**src/rtl/mult8b_seq.sv**
```systemverilog
// Sequential 8x8 unsigned shift-and-add multiplier, one add step per clock.
// The addend mux and ripple adder are built from NAND gates.
module mult8b_seq #(
   parameter bit PULSE_DONE = 1'b1
) (
   input  logic        clk,
   input  logic        rst,
   input  logic        start,
   input  logic [7:0]  a,
   input  logic [7:0]  b,
   output logic        busy,
   output logic        done,
   output logic [15:0] product
);

   typedef enum logic {IDLE = 1'b0, RUN = 1'b1} state_t;

   state_t      state, state_nxt;
   logic [7:0]  mcand, hi, lo;
   logic [3:0]  count;
   logic [7:0]  addend, sum;
   logic [8:0]  c;
   logic        nsel;
   logic        accept, step, finish;

   assign nsel = ~(lo[0] & lo[0]);
   assign c[0] = 1'b0;

   // Per bit: 2:1 NAND mux (mcand vs zero) feeding a 9-NAND full adder.
   genvar i;
   generate
      for (i = 0; i < 8; i++) begin : g_bit
         logic m1, m0;
         logic t1, t2, t3, x, t4, t5, t6;
         assign m1        = ~(lo[0] & mcand[i]);
         assign m0        = ~(nsel & 1'b0);
         assign addend[i] = ~(m1 & m0);
         assign t1        = ~(hi[i] & addend[i]);
         assign t2        = ~(hi[i] & t1);
         assign t3        = ~(addend[i] & t1);
         assign x         = ~(t2 & t3);
         assign t4        = ~(x & c[i]);
         assign t5        = ~(x & t4);
         assign t6        = ~(c[i] & t4);
         assign sum[i]    = ~(t5 & t6);
         assign c[i+1]    = ~(t1 & t4);
      end
   endgenerate

   always_ff @(posedge clk or posedge rst) begin
      if (rst) state <= IDLE;
      else     state <= state_nxt;
   end

   always_comb begin
      state_nxt = state;
      accept    = 1'b0;
      step      = 1'b0;
      finish    = 1'b0;
      case (state)
         IDLE: begin
            if (start) begin
               accept    = 1'b1;
               state_nxt = RUN;
            end
         end
         RUN: begin
            step = 1'b1;
            if (count == 4'd7) begin
               finish    = 1'b1;
               state_nxt = IDLE;
            end
         end
         default: state_nxt = IDLE;
      endcase
   end

   assign busy = (state == RUN);

   always_ff @(posedge clk or posedge rst) begin
      if (rst) begin
         mcand   <= 8'h00;
         hi      <= 8'h00;
         lo      <= 8'h00;
         count   <= 4'd0;
         product <= 16'h0000;
         done    <= 1'b0;
      end else begin
         if (accept) begin
            mcand <= a;
            lo    <= b;
            hi    <= 8'h00;
            count <= 4'd0;
         end else if (step) begin
            // 9-bit sum shifts right into the hi/lo pair
            hi    <= {c[8], sum[7:1]};
            lo    <= {sum[0], lo[7:1]};
            count <= count + 4'd1;
         end
         if (finish)
            product <= {c[8], sum, lo[7:1]};
         if (finish)
            done <= 1'b1;
         else if (PULSE_DONE || accept)
            done <= 1'b0;
      end
   end

endmodule

```
**config.mk**
```make
export PLATFORM = sky130hd
export DESIGN_NAME = mult8b_seq
export DESIGN_NICKNAME = d
export VERILOG_FILES = /design/src/rtl/mult8b_seq.sv
export SDC_FILE = /design/constraint.sdc
export NUM_CORES = 1
export LEC_CHECK = 0
export BUFFER_PORTS_ARGS = -buffer_cell sky130_fd_sc_hd__buf_2
export CELL_PAD_IN_SITES_DETAIL_PLACEMENT = 1
export CELL_PAD_IN_SITES_GLOBAL_PLACEMENT = 2
export CORE_ASPECT_RATIO = 1.25
export CORE_MARGIN = 2
export CORE_UTILIZATION = 35
export DETAILED_ROUTE_END_ITERATION = 6
export PLACE_DENSITY = 0.82
export SLEW_MARGIN = 20
export SYNTH_ARGS = -nofsm -noshare
export SYNTH_HDL_FRONTEND = slang
export SYNTH_SLANG_ARGS = --single-unit
```
**constraint.sdc**
```tcl
create_clock -name clk -period 6.4 [get_ports clk]
set_clock_uncertainty 0.2 [all_clocks]
set_input_delay 0.32 -clock clk [delete_from_list [all_inputs] [get_ports clk]]
set_output_delay 0.32 -clock clk [all_outputs]
set_load 0.03 [all_outputs]
```
### After elaboration in Yosys (flattened, before gate mapping)

Cells that the tools add are included.

| operators by class | value |
|---|---|
| mux-type cells | 14 |
| add/subtract/negate cells | 1 |
| eq/ne operators | 1 |
| bitwise operators | 143 |
| reductions and logical operators | 1 |

Operators with widths:

| cell | number |
|---|---|
| 1-bit AND | 75 |
| 1-bit NOT | 68 |
| 8-bit 2-to-1 mux | 4 |
| 4-bit 2-to-1 mux | 2 |
| 1-bit 2-to-1 mux | 7 |
| 4-bit by 1-bit adder with 4-bit output (second input constant) | 1 |
| 4-bit by 3-bit equality test with 1-bit output (second input constant) | 1 |
| 1-bit one-hot mux with 2 select lines | 1 |
| 2-bit nonzero test | 1 |

| storage, ports and cells | value |
|---|---|
| bits in registers | 46 |
| word-level logic and storage cells | 167 |

### Depth between registers and ports, before layout

Gate-level depths: netlist of run 1.

| depth | value |
|---|---|
| word-level depth | 39 |
| gate-level depth with buffers | 14 |

### Least setup slack after synthesis of run 1

No wires, ideal clock.

| timing | value |
|---|---|
| kind | reg2reg |
| start | register lo[0] |
| end | register product[14] |
| stages on the path, launching flop included | 15 |
| clock period less this slack | 3.838 ns |
| path slack | 2.562 ns |
| path buffers | 1 |
| library setup time | 0.131 ns |
| data arrival time | 3.506 ns |
| cell sequence | dfrtp_1 > clkbuf_1 > and2_1 > ha_1 > inv_1 > fa_1 > fa_1 > fa_1 > fa_1 > fa_1 > inv_1 > fa_1 > inv_1 > fa_1 > o21ai_0 |

| on the way | value |
|---|---|
| cells in the longest elaborated chain, start to end | 37 |
| elaborated cells between the ends (all ways) | 97 |
| those cells by class | bitwise (97) |

Ends and longest elaborated chain:

| item | line | text |
|---|---|---|
| from (decl) | 19 | `logic [7:0] mcand, hi, lo;` |
| from (signal assigned) | 97 | `lo <= {sum[0], lo[7:1]};` |
| 1-bit AND | 35 | `assign m1 = ~(lo[0] & mcand[i]);` |
| 1-bit AND | 38 | `assign t1 = ~(hi[i] & addend[i]);` |
| 1-bit NOT | 38 |  |
| 1-bit AND (on tied branches) | 39, 40 |  |
| 1-bit NOT (on tied branches) | 39, 40 |  |
| 1-bit AND | 41 | `assign x = ~(t2 & t3);` |
| 1-bit NOT | 41 |  |
| 1-bit AND | 42 | `assign t4 = ~(x & c[i]);` |
| (+21 left out) | -- |  |
| 1-bit AND | 46 | `assign c[i+1] = ~(t1 & t4);` |
| 1-bit NOT | 46 |  |
| 1-bit AND | 42 |  |
| 1-bit NOT | 42 |  |
| 1-bit AND (on tied branches) | 43, 44 |  |
| 1-bit NOT (on tied branches) | 43, 44 |  |
| 1-bit AND * | 45 | `assign sum[i] = ~(t5 & t6);` |
| 1-bit NOT * | 45 |  |
| to (signal assigned) | 101 | `product <= {c[8], sum, lo[7:1]};` |
| to (decl) | 13 | `output logic [15:0] product` |

Every way passes the cells marked *; elsewhere a longest branch is shown, timed or not.
A chain may end at the register's enable or synchronous reset.

### Worst setup path after layout of run 1

Same ends and word-level chain as after synthesis.

==> flow_results.org, run 1 <==
** Status
- The run finished with clean final reports.

** Clocking
- Buffers inserted during clock tree synthesis total 5.
- Cell at the root of the clock tree :: sky130_fd_sc_hd__clkbuf_8
- Hold repair after CTS inserted 0 buffers.
- Number of gates resized after CTS :: 0
- Clock-pin slew was measured on the worst setup and hold paths at 0.08 ns.
- H-tree level count :: 2
- Clk sink count :: 46
- TritonCTS built the clock tree.
- CTS max path bufs :: 2
- Buffers added to address setup during post-CTS repair amount to 0.
- For the worst-skew pair, the clock arrives at the later sink with an insertion delay of 0.29 ns.

** Power and ir drop
- Comb pwr share :: between 40% and 50%
- Internal power :: 0.714 mW
- Power comes to 1.18 mW.
- Dividing total power by cell area gives a power density of 504 nW/um2.
- IR analysis of the VDD net gives a maximum drop of 0.000146 V.
- The analysis attributes to cell leakage a power of between 1 and 1.5 nW.
- Flop pwr share :: about 45%
- Net switching power figure :: 0.470 mW
- Clock power share :: 14.6%
- Switching share of power :: slightly below 40%

** Critical path
- The critical path contains buffers and inverters numbering 3 combined.
- Arrival @ worst endpoint :: 3.95 ns
- Largest fanout on the critical path :: 9
- The kind of cell with the highest combined delay along the critical path is adder cells.
- Crit-path slowest cell :: sky130_fd_sc_hd__dfrtp_1
- Data on the critical path is required at its endpoint by 6.41 ns.
- STA classifies the critical path startpoint as a flip-flop.
- For this run, the slowest stage of the critical path takes 0.47 ns.
- Launching point of the worst reg2reg path :: lo[0]$_DFFE_PP0P_
- Walking the worst path, the cells encountered are and2_1 -> ha_1 -> inv_1 -> fa_1 -> fa_1 -> fa_1 -> fa_1 -> fa_1 -> inv_1 -> fa_1 -> inv_1 -> fa_1 -> o21ai_0.
- Cell repeated most along the worst path :: sky130_fd_sc_hd__fa_1
- The critical path is of the reg2reg type.
- The worst setup path is captured at a flip-flop.
- Origin of the worst setup path :: lo[0]$_DFFE_PP0P_

** Timing
- Static timing analysis puts the maximum clock frequency at approximately 250 MHz.
- Adding up every negative setup slack in the final design gives 0 ns.
- Setup repair after global routing left no endpoint under its margin.
- The routed design could run at a clock period as short as between 3 and 4 ns.
- For the pin with the worst max-slew slack, the measured transition is around 0.97 ns.
- The number of endpoints with negative hold slack in the final report was 0.
- Dividing the final minimum period by the clock period gives 61.6%.
- The worst pin sits at a relative slew slack of 35.5%.
- Max-slew violation count :: 0
- Final setup violation count :: 0

** Synth
- Of all flip-flops after synthesis, the portion carrying an async set or reset was 100%.
- The synthesized design contains 0 enable-type register cells.
- The number of nets handed over by synthesis was between 150 and 200.
- Netlist cell types :: 24
- The synthesized netlist occupies a cell area of roughly 2100 um2.
- Among all cell types in the netlist, the one instantiated most often is sky130_fd_sc_hd__dfrtp_1.
- Post-synthesis instance total :: 170
- Most instantiated flip-flop cell in the synthesis netlist :: sky130_fd_sc_hd__dfrtp_1
- Commonest cells in the synthesized netlist :: sky130_fd_sc_hd__dfrtp_1 (46), sky130_fd_sc_hd__nand2_1 (26), sky130_fd_sc_hd__o21ai_0 (25), sky130_fd_sc_hd__inv_1 (12), sky130_fd_sc_hd__mux2_2 (12)
- Of all cell types, the one taking the most synthesized area is sky130_fd_sc_hd__dfrtp_1.
- FF+latch count, synth :: 46
- Post-synthesis average cell area :: 12.1 um2
- Sequential area share after synthesis :: 55.9%
- Largest cells by area after synthesis :: sky130_fd_sc_hd__dfrtp_1 (56%), sky130_fd_sc_hd__fa_1 (6.8%), sky130_fd_sc_hd__mux2_2 (6.6%)
- Synth warnings :: 0
- Post-synth top area share :: 55.9%

** Final layout
- From synthesis to final layout, the design area changed by 14.0%.
- Final-stage net count :: 231
- Counting the fill cells in the layout gives 626.
- The number of antenna diodes in the final layout is 0.
- Share of cells above drive strength 1 :: 30.2%
- In the final layout, the multi-input gates occupy 807 um2.
- Across the whole layout, storage elements account for roughly 1200 um2.

** Detailed routing
- 1st-iter DRT viols :: 62
- Once detail routing completed, the nets flagged for antenna violations numbered 0.
- Vias per cell :: 4.82
- Detailed routing inserted a total of between 1000 and 1500 vias.
- DRC violations left :: 0
- Number of iterations in the first detailed-routing pass :: 4
- Aggregate routed wire length :: about 4000 um
- In the final routed layout, each cell accounts on average for roughly 15 um.

** Die
- The die covers 6520 um2.
- For this design the top-level I/O count stands at 37.
- Row generation in the floorplan step produced 31 rows.
- Vert. Die Dim :: approximately 90 um
- Initial core utilization :: 35.9%
- Core area :: 5740 um2
- In this run the horizontal extent of the chip is 72.6 um.

** Global routing
- The first global-routing pass estimated just under 7000 um of wire.
- The number of antenna violations at the first check in global routing was 0.
- Maximum number of pins on one net before global-route repair :: 47
- Via count of the first global-routing pass :: 1388
- Total global routing overflow :: 0
- Global routing consumed, over all layers together, approximately 14% of the routing resources.

** Placed design
- Count of input and output buffers :: 36
- Estimated wirelength of the detail-placed design :: around 2800 um
- Routability congestion estimate from global placement :: 0.795

** Hold path
- The worst hold path belongs to the class in2async.

** Flow run
- The tool flagged a number of max-cap violations equal to 0.
-- sequential cells by signal, summed over array words and instances (netlist names) --
name	flops
done	1
product	16
hi	8
lo	8
busy	1
mcand	8
count	4
-- cell type report --
class,instances,area share [%]
Inverter,12,1.92
Multi-Input combinational cell,102,34.4
Clock buffer,6,3.52
Tap cell,66,3.52
Sequential cell,46,49.0
Timing Repair Buffer,36,7.67
-- stage by stage --
| step | worst slack [ns] | cell area (um2) | hold WS (ns) | instances | utilization [%] |
|---|---|---|---|---|---|
| global route | 2.27 | 2350 | 0.0574 | 268 | 40.9 |
| floorplan | 2.56 | 2060 | 0.250 | 170 | - |
| finish | 2.46 | 2350 | 0.0421 | 268 | 40.9 |
| global placement | 2.59 | 2270 | 0.259 | 262 | 39.5 |
| detailed placement | 2.48 | 2270 | 0.271 | 262 | 39.5 |
| CTS | 2.42 | 2350 | 0.0477 | 268 | 40.9 |
-- path summary, 6_finish.rpt --
kind	to	slack (ns)	cells past startpoint
max in group asynchronous	lo[0]$_DFFE_PP0P_	5.36	2
min in group clk	mcand[2]$_DFFE_PP0P_	0.06	2
hold reg to reg	product[12]$_DFFE_PP0P_	0.28	2
setup reg to reg	product[14]$_DFFE_PP0P_	2.46	13
setup / recovery	product[14]$_DFFE_PP0P_	2.46	13
hold / removal	product[11]$_DFFE_PP0P_	0.04	2
-- layout by cell type, fill, tap and decap left out --
master / n
sky130_fd_sc_hd__a22o_1: 1
sky130_fd_sc_hd__and2_1: 2
sky130_fd_sc_hd__buf_2: 36
sky130_fd_sc_hd__clkbuf_8: 6
sky130_fd_sc_hd__dfrtp_1: 46
sky130_fd_sc_hd__fa_1: 7
sky130_fd_sc_hd__ha_1: 2
sky130_fd_sc_hd__inv_1: 11
sky130_fd_sc_hd__inv_2: 1
sky130_fd_sc_hd__mux2_2: 12
sky130_fd_sc_hd__mux2_4: 5
sky130_fd_sc_hd__mux2i_1: 8
sky130_fd_sc_hd__nand2_1: 26
sky130_fd_sc_hd__nand3_1: 1
sky130_fd_sc_hd__nand3b_1: 2
sky130_fd_sc_hd__nand4b_4: 1
sky130_fd_sc_hd__nor2_1: 2
sky130_fd_sc_hd__nor2b_1: 1
sky130_fd_sc_hd__o21ai_0: 25
sky130_fd_sc_hd__o31ai_1: 1
sky130_fd_sc_hd__or3_1: 4
sky130_fd_sc_hd__xnor2_1: 1
sky130_fd_sc_hd__xor2_1: 1
-- metal layers --
metal | wire length (um) | GRT usage, % | vias to the layer above
li1 | - | - | 624
met1 | 1820 | 18.2 | 638
met2 | 1960 | 22.0 | 25
met3 | 136 | 2.91 | 5
met4 | 90 | 6.48 | 0
met5 | 0 | 0 | -
-- logic make-up (layout without fill, tap and decap cells) --
| logic type | Yosys count | in the layout | share of synthesized area (%) |
|---|---|---|---|
| flip-flops | 46 | 46 | 55.9 |
| AND/OR/NAND/NOR | 39 | 39 | 9.35 |
| AO/OA/AOI/OAI | 27 | 27 | 6.86 |
| multiplexers | 25 | 25 | 14.1 |
| buffers and inverters | 22 | 54 | 4.98 |
| adder cells (fa/ha/maj) | 9 | 9 | 8.01 |
| XOR/XNOR | 2 | 2 | 0.850 |
-- power groups by stage --
stage          registers [mW]  clock network (mW)  logic [mW]
6_report                0.527               0.173       0.484
5_1_grt                 0.549               0.190       0.547
4_1_cts                 0.530               0.181       0.496
3_5_place_dp            0.537                   0       0.493
3_3_place_gp            0.531                   0       0.480
2_1_floorplan           0.580                   0       0.309
Note: power is estimated with default switching activity, not from simulation.
==> run 2, diff against run 1 <==
Settings changed: CORE_UTILIZATION 35 to 33, PLACE_DENSITY 0.82 to 0.81.
Clock period 6.4 ns to 3.3 ns, I/O delays scaled along.
==> run 2 against run 1 <==
The flow now finishes with violations (setup timing); non-clock buffer count rose by 18; critical path depth did not move; setup slack got worse by 2.7 ns; final cell count rose by 15%.
==> flow_results.org, run 2 (synthesis results as in run 1) <==
** Critical path
- Among cell families on the critical path, the largest total delay comes from adder cells.
- Max stage delay on crit path :: 0.50 ns (+0.03 ns)
- The flop-to-flop setup slack is -0.25 ns (-2.71 ns).
- Required arrival time at the worst endpoint :: 3.28 ns (-3.13 ns)
- Element type at the critical path start :: flip-flop
- The worst-path maximum fanout came to 2 (-7).
- Arrival @ worst endpoint :: 3.53 ns (-0.42 ns)
- Series of cell instances along the critical path :: and2_4 -> ha_4 -> inv_2 -> fa_2 -> fa_2 -> fa_2 -> fa_2 -> fa_2 -> inv_2 -> fa_1 -> inv_1 -> fa_1 -> o21ai_1
- Counting stages on the worst path, the most repeated cell is sky130_fd_sc_hd__fa_2.
- The buffering stage count on the worst path with inverters included is 3 (unchanged).
- Worst setup path class :: reg2reg
- The slowest stage of the critical path is the sky130_fd_sc_hd__fa_1 cell.
- Crit path capture type :: flip-flop

** Power and ir drop
- Power Total :: 2.46 mW (+110%)
- The static leakage power is 1.23 nW (+8.3%).
- Power Dens Cells :: 944 nW/um2 (+87%)
- The maximum VDD drop came to 0.000288 V (+97%).

** Die
- # IOs :: 37 (unchanged)
- The number of placement rows came to 32 (+3.2%).
- Overall die width :: 74.7 um (+2.8%)
- DIE AREA :: 6900 um2 (+5.8%)
- Vert. Die Dim :: 92.4 um (+2.9%)
- Core area :: 6130 um2 (+6.7%)
- Initial core utilization :: 33.6% (-2.3 points)

** Global routing
- First-pass GRT wire length :: 7200 um (+3.4%)
- Total global routing overflow :: 0 (unchanged)
- Via count of the first global-routing pass :: 1479 (+6.6%)
- The pin count of the biggest net entering global routing was 47 (unchanged).
- Global-route usage over all layers :: 13.9% (-0.051 points)
- Antenna violations before repair :: 0 (unchanged)

** Clocking
- The register clock-pin slew on the reported worst setup and hold paths was 0.08 ns (about the same).
- The number of buffers inserted to repair setup after CTS is 0 (unchanged).
- CTS tree :: yes
- The source-to-sink clock delay at the later pin of the worst-skew pair was 0.30 ns (about the same).
- The root buffer cell chosen for the clock tree is sky130_fd_sc_hd__clkbuf_8.
- CTS max path bufs :: 2 (unchanged)
- The number of clock sinks seen by CTS came to 46 (unchanged).
- The number of CTS-inserted buffers came to 5 (unchanged).
- The count of H-tree levels built during CTS came to 2 (unchanged).

** Final layout
- Filler cell count :: 684 (+9.3%)
- Most frequent cells in the layout :: sky130_fd_sc_hd__dfrtp_1 (46), sky130_fd_sc_hd__buf_2 (36), sky130_fd_sc_hd__nand2_1 (26), sky130_fd_sc_hd__o21ai_0 (21), sky130_fd_sc_hd__dlygate4sd3_1 (16)
- Post-synthesis to final-layout area growth :: 26.5%
- Footprint of the flip-flops and latches :: 1150 um2 (unchanged)
- Largest reg by FF count :: product
- Area of all placed cells without fillers :: 2610 um2 (+11%)
- Final-stage net count :: 249 (+7.8%)
- Util after Layout :: 42.5% (+1.6 points)
- Number of flip-flops in the largest register :: 16 (unchanged)
- The combined area of the multi-input logic cells is 838 um2 (+3.9%).
- The count of antenna diodes in the layout was 0 (unchanged).
- The layout cell share with drive strength beyond 1 came to 33.3% (+3.1 points).
- The library cell used most frequently in the layout, excluding fill and tap cells, is sky130_fd_sc_hd__dfrtp_1.

** Flow run
- Number of max-capacitance violations reported :: 0 (unchanged)

** Timing
- Clock period minus final worst setup slack :: 3.55 ns (-0.390 ns)
- The smallest setup slack after layout came to -0.251 ns (-2.71 ns).
- Max-slew headroom at the worst pin :: 45.9% (+10 points)
- The timing-limited maximum frequency came to 282 MHz (+11%).
- Setup repair after global routing could not meet its margin everywhere.
- Worst hold slack across all endpoints :: 0.0451 ns (+0.00295 ns)
- Max-slew violation count :: 0 (unchanged)
- Final setup violation count :: 6 (+6)
- Slew @ Worst Pin :: 0.811 ns (-0.155 ns)
- The number of endpoints with negative hold slack in the final report came to 0 (unchanged).
- The setup TNS is -1.04 ns (-1.04 ns).
- The portion of the clock cycle consumed by the worst path in the final layout is 108% (+46 points).

** Detailed routing
- The residual DRC count was 0 (unchanged).
- Residual antenna-violating net count after detailed routing :: 0 (unchanged)
- Vias per cell :: 4.49 (-6.8%)
- 1st-iter DRT viols :: 26 (-58%)
- Number of iterations in the first detailed-routing pass :: 4 (unchanged)
- The vias after detailed routing came to 1379 (+6.7%).
- Average wire length per cell after detail routing :: 13.8 um (-7.4%)
- Aggregate routed wire length :: 4250 um (+6.0%)

** Status
- The checks that failed: setup timing.
- The flow ran to the end, but the final reports show violations.

** Placed design
- Routability congestion estimate from global placement :: 0.751 (-5.6%)
- The placed instance area was 2340 um2 (+3.1%).
- The number of buffer cells added on primary ports was 36 (unchanged).
- The half-perimeter wire length after detailed placement was 2780 um (-1.7%).

** Hold path
- In this run the worst hold path is classified as in2reg.
[run 2: changes by cell type in the layout (fill, tap and decap cells not counted), moves of 2 or more]
cell | before | now
sky130_fd_sc_hd__fa_1 | 7 | 2
sky130_fd_sc_hd__o21ai_0 | 25 | 21
sky130_fd_sc_hd__inv_1 | 11 | 9
sky130_fd_sc_hd__buf_4 | 0 | 2
sky130_fd_sc_hd__o21ai_1 | 0 | 4
sky130_fd_sc_hd__fa_2 | 0 | 5
sky130_fd_sc_hd__dlygate4sd3_1 | 0 | 16
sky130_fd_sc_hd__clkinv_2 | 0 | 3
[run 2: timing repair]
action,4_1_cts,5_1_grt
hold endpoints to repair,61,0
resized for setup,2,1
hold buffers,16,0
pin swaps,1,0
setup endpoints to repair,6,6
[run 2: where the power goes]
group,internal [mW],switching [mW],total (mW)
Combinational,0.455,0.581,1.04
Clock,0.223,0.192,0.415
Sequential,0.825,0.184,1.01
Total,1.50,0.957,2.46
[run 2: metrics by stage]
step | std cells | worst slack, ns
2_1_floorplan | 170 | -0.255
3_3_place_gp | 283 | -0.179
3_5_place_dp | 283 | -0.255
4_1_cts | 307 | -0.271
5_1_grt | 307 | -0.348
6_report | 307 | -0.251
[run 2: worst paths after layout]
path | start | endpoint | depth (start not counted)
worst max-delay path | lo[0]$_DFFE_PP0P_ | product[14]$_DFFE_PP0P_ | 13
worst min-delay path | b[0] | lo[0]$_DFFE_PP0P_ | 3
worst max register to register | lo[0]$_DFFE_PP0P_ | product[14]$_DFFE_PP0P_ | 13
worst min register to register | product[10]$_DFFE_PP0P_ | product[10]$_DFFE_PP0P_ | 2
max in group asynchronous | rst | busy$_DFF_PP0_ | 3
min in group asynchronous | rst | product[10]$_DFFE_PP0P_ | 3
[run 2: worst register-to-register path, stage by stage, from the launching register on]
cell and delay (ns):
sky130_fd_sc_hd__dfrtp_1 0.35, sky130_fd_sc_hd__and2_4 0.15, sky130_fd_sc_hd__ha_4 0.11, sky130_fd_sc_hd__inv_2 0.03
sky130_fd_sc_hd__fa_2 0.34, sky130_fd_sc_hd__fa_2 0.37, sky130_fd_sc_hd__fa_2 0.35, sky130_fd_sc_hd__fa_2 0.35
sky130_fd_sc_hd__fa_2 0.34, sky130_fd_sc_hd__inv_2 0.06, sky130_fd_sc_hd__fa_1 0.15, sky130_fd_sc_hd__inv_1 0.05
sky130_fd_sc_hd__fa_1 0.50, sky130_fd_sc_hd__o21ai_1 0.08
[run 2: layer usage]
metal  part of all wire [%]  wire length (um)  up-vias  GRT usage [%]
met5                      0                 0        -              0
met1                     43              1830      692           17.8
li1                       -                 -      656              -
met3                    3.2               136        6           3.05
met4                    1.7                74        0           4.91
met2                     52              2210       25           22.9
[run 2: cell type report]
cell class                 count  share of cell area (%)
sequential                    46                    44.2
inverter                      12                    1.78
timing repair buffer          54                    13.6
clock buffer                   5                    2.64
clock inverter                 3                    1.54
tap                           85                    4.08
multi-input combinational    102                    32.2
==> run 3, diff against run 2 <==
Settings changed: CORE_ASPECT_RATIO 1.25 to 0.7, SLEW_MARGIN 20 to unset.
==> run 3 against run 2 <==
The flow finishes with violations (hold timing, setup timing); wire length grew 8.4%; first-iteration DRC count rose to 2.7 times the previous value; sequential power hardly changed; register-to-register slack gained 0.06 ns; die area about the same; largest cell class unchanged.
==> flow_results.org, run 3 (synthesis results as in run 1) <==
** Status
- The run finished, with violations left.
- Failing checks :: hold timing, setup timing

** Critical path
- In this run the critical register-to-register path is launched from mcand[0]$_DFFE_PP0P_.
- Worst setup path class :: reg2reg
- Origin of the worst setup path :: mcand[0]$_DFFE_PP0P_
- Crit path capture type :: flip-flop
- The endpoint required time on the critical path was 3.28 ns (about the same).
- Arrival @ worst endpoint :: 3.47 ns (-0.06 ns)
- STA classifies the critical path startpoint as a flip-flop.
- Largest fanout on the critical path :: 2 (unchanged)

** Global routing
- The number of antenna violations at the first check in global routing was 0 (unchanged).
- The global-route wire length before repair was 7670 um (+6.5%).
- The pin count of the biggest net entering global routing is 47 (unchanged).
- Via count of the first global-routing pass :: 1448 (-2.1%)
- Global-route usage over all layers :: 14.6% (+0.68 points)
- The global-route congestion overflow total is 0 (unchanged).

** Final layout
- The final design area excluding fillers came to 2590 um2 (-0.72%).
- Share of cells above drive strength 1 :: 34.1% (+0.75 points)
- The net total in the final layout is 250 (+0.40%).
- Largest reg by FF count :: product
- Util after Layout :: 42.2% (-0.31 points)
- Number of flip-flops in the largest register :: 16 (unchanged)
- Antenna diodes :: 0 (unchanged)
- Filler cell count :: 673 (-1.6%)
- Footprint of the flip-flops and latches :: 1150 um2 (unchanged)
- Most frequent cells in the layout :: sky130_fd_sc_hd__dfrtp_1 (46), sky130_fd_sc_hd__buf_2 (36), sky130_fd_sc_hd__nand2_1 (26), sky130_fd_sc_hd__o21ai_0 (21), sky130_fd_sc_hd__dlygate4sd3_1 (15)
- Post-synthesis to final-layout area growth :: 25.6%
- Most common library cell in the layout ignoring fill and taps :: sky130_fd_sc_hd__dfrtp_1
- Area of the multi-input gates :: 842 um2 (+0.45%)

** Clocking
- The source-to-sink clock delay at the later pin of the worst-skew pair is 0.30 ns (about the same).
- Number of post-CTS setup repair buffers :: 0 (unchanged)
- CTS max path bufs :: 2 (unchanged)
- Clk sink count :: 46 (unchanged)
- Cell at the root of the clock tree :: sky130_fd_sc_hd__clkbuf_8
- The number of CTS-inserted buffers came to 5 (unchanged).
- The register clock-pin slew on the reported worst setup and hold paths came to 0.08 ns (about the same).
- The count of H-tree levels built during CTS was 2 (unchanged).
- TritonCTS built the clock tree.

** Placed design
- Estimated wirelength of the detail-placed design :: 3250 um (+17%)
- Post-DP Area :: 2340 um2 (+0.27%)
- Count of input and output buffers :: 36 (unchanged)
- Routability congestion estimate from global placement :: 0.766 (+2.1%)

** Detailed routing
- Number of iterations in the first detailed-routing pass :: 4 (unchanged)
- Aggregate routed wire length :: 4600 um (+8.4%)
- Residual antenna-violating net count after detailed routing :: 0 (unchanged)
- Vias per cell :: 4.67 (+4.1%)
- The mean routed wirelength per cell is 15.3 um (+11%).
- The residual DRC count is 0 (unchanged).
- 1st-iter DRT viols :: 70 (+170%)
- The vias after detailed routing came to 1407 (+2.0%).

** Timing
- The timing-limited maximum frequency came to 286 MHz (+1.6%).
- Final critical-path share of the clock period :: 106% (-1.7 points)
- Unrepaired setup endpoints after global routing :: true
- The final count of negative-setup-slack endpoints is 6 (unchanged).
- Max-slew headroom at the worst pin :: 34.6% (-11 points)
- The number of max-slew violations in the final report is 0 (unchanged).
- Final-report hold violation count :: 1 (+1)
- Slew @ Worst Pin :: 0.979 ns (+0.168 ns)
- Worst hold slack across all endpoints :: -0.00474 ns (-0.0498 ns)
- The post-layout minimum cycle time came to 3.49 ns (-0.0563 ns).
- The smallest setup slack after layout was -0.195 ns (+0.0563 ns).

** Die
- The number of placement rows was 24 (-25%).
- The area of the die was 6900 um2 (about the same).
- Initial core utilization :: 33.6% (unchanged)
- The area of the core came to 6130 um2 (unchanged).
- # IOs :: 37 (unchanged)
- The horizontal die dimension came to 98.5 um (+32%).
- The chip height came to 70.1 um (-24%).

** Power and ir drop
- The power density over the cells was 946 nW/um2 (+0.27%).
- VDD IR max :: 0.000315 V (+9.4%)
- The static leakage power came to 1.23 nW (-0.18%).

** Flow run
- The number of max-cap violations is 0 (unchanged).

** Hold path
- The path class of the tightest hold or removal check is in2reg.
- The worst hold path begins at b[6].
run 3: cell count changes in the layout (fill, tap and decap cells not counted), sizes merged:
cell,before,now
buf,38,40
clkbuf,5,7
clkinv,3,1
bufinv,1,0
dlygate4sd3,16,15
inv,11,12
run 3: per-layer routing:
layer  GRT usage [%]  vias up  routed length [um]
li1                -      662                   -
met1            21.7      709                2410
met2            20.8       31                1950
met3            3.90        5                 199
met4            4.57        0                  44
met5               0        -                   0
run 3: cell type report:
cell class              count  area share, %
repair buffers             55           13.9
multi-input cells         102           32.5
well taps                  78           3.77
clock buffers               7           3.34
flip-flops and latches     46           44.5
inverters                  12           1.74
clock inverters             1          0.193
run 3: worst max-delay path: stages, from the launching register on:
cell	delay [ns]
sky130_fd_sc_hd__dfrtp_1	0.36
sky130_fd_sc_hd__and2_4	0.15
sky130_fd_sc_hd__ha_4	0.11
sky130_fd_sc_hd__inv_2	0.03
sky130_fd_sc_hd__fa_2	0.33
sky130_fd_sc_hd__fa_2	0.34
sky130_fd_sc_hd__fa_2	0.34
sky130_fd_sc_hd__fa_2	0.34
sky130_fd_sc_hd__fa_2	0.34
sky130_fd_sc_hd__inv_2	0.06
sky130_fd_sc_hd__fa_1	0.15
sky130_fd_sc_hd__inv_1	0.05
sky130_fd_sc_hd__fa_1	0.50
sky130_fd_sc_hd__o21ai_1	0.08
run 3: where the power goes:
group	internal (mW)	switching (mW)	total, mW	leakage [nW]
sequential	0.826	0.182	1.01	0.571
clock	0.169	0.190	0.359	0.0482
combinational	0.469	0.613	1.08	0.614
run 3: per-stage QoR:
step	setup TNS, ns	cells	hold WS [ns]	power [mW]	worst slack (ns)
2_1_floorplan	-1.02	170	0.117	1.77	-0.255
3_3_place_gp	-0.644	278	0.198	2.05	-0.176
3_5_place_dp	-0.972	278	0.207	2.11	-0.234
4_1_cts	-0.900	301	0.0000993	2.48	-0.221
5_1_grt	-1.39	301	0.0430	2.65	-0.296
6_report	-0.767	301	-0.00474	2.45	-0.195
run 3: timing repair:
action / in CTS / in global routing
hold buffers: 15 / 0
pin swaps: 1 / 1
resized for setup: 1 / 3
endpoints found under the setup margin: 6 / 6
hold endpoints to repair: 60 / 0
run 3: worst paths after layout:
path / end / slack, ns / cells after the start
worst max-delay path: hi[6]$_DFFE_PP0P_ / -0.19 / 13
worst min-delay path: lo[6]$_DFFE_PP0P_ / -0.005 / 3
worst max register to register: hi[6]$_DFFE_PP0P_ / -0.19 / 13
worst min register to register: product[11]$_DFFE_PP0P_ / 0.29 / 2
max in group asynchronous: mcand[7]$_DFFE_PP0P_ / 1.86 / 3
min in group asynchronous: product[11]$_DFFE_PP0P_ / 0.44 / 3
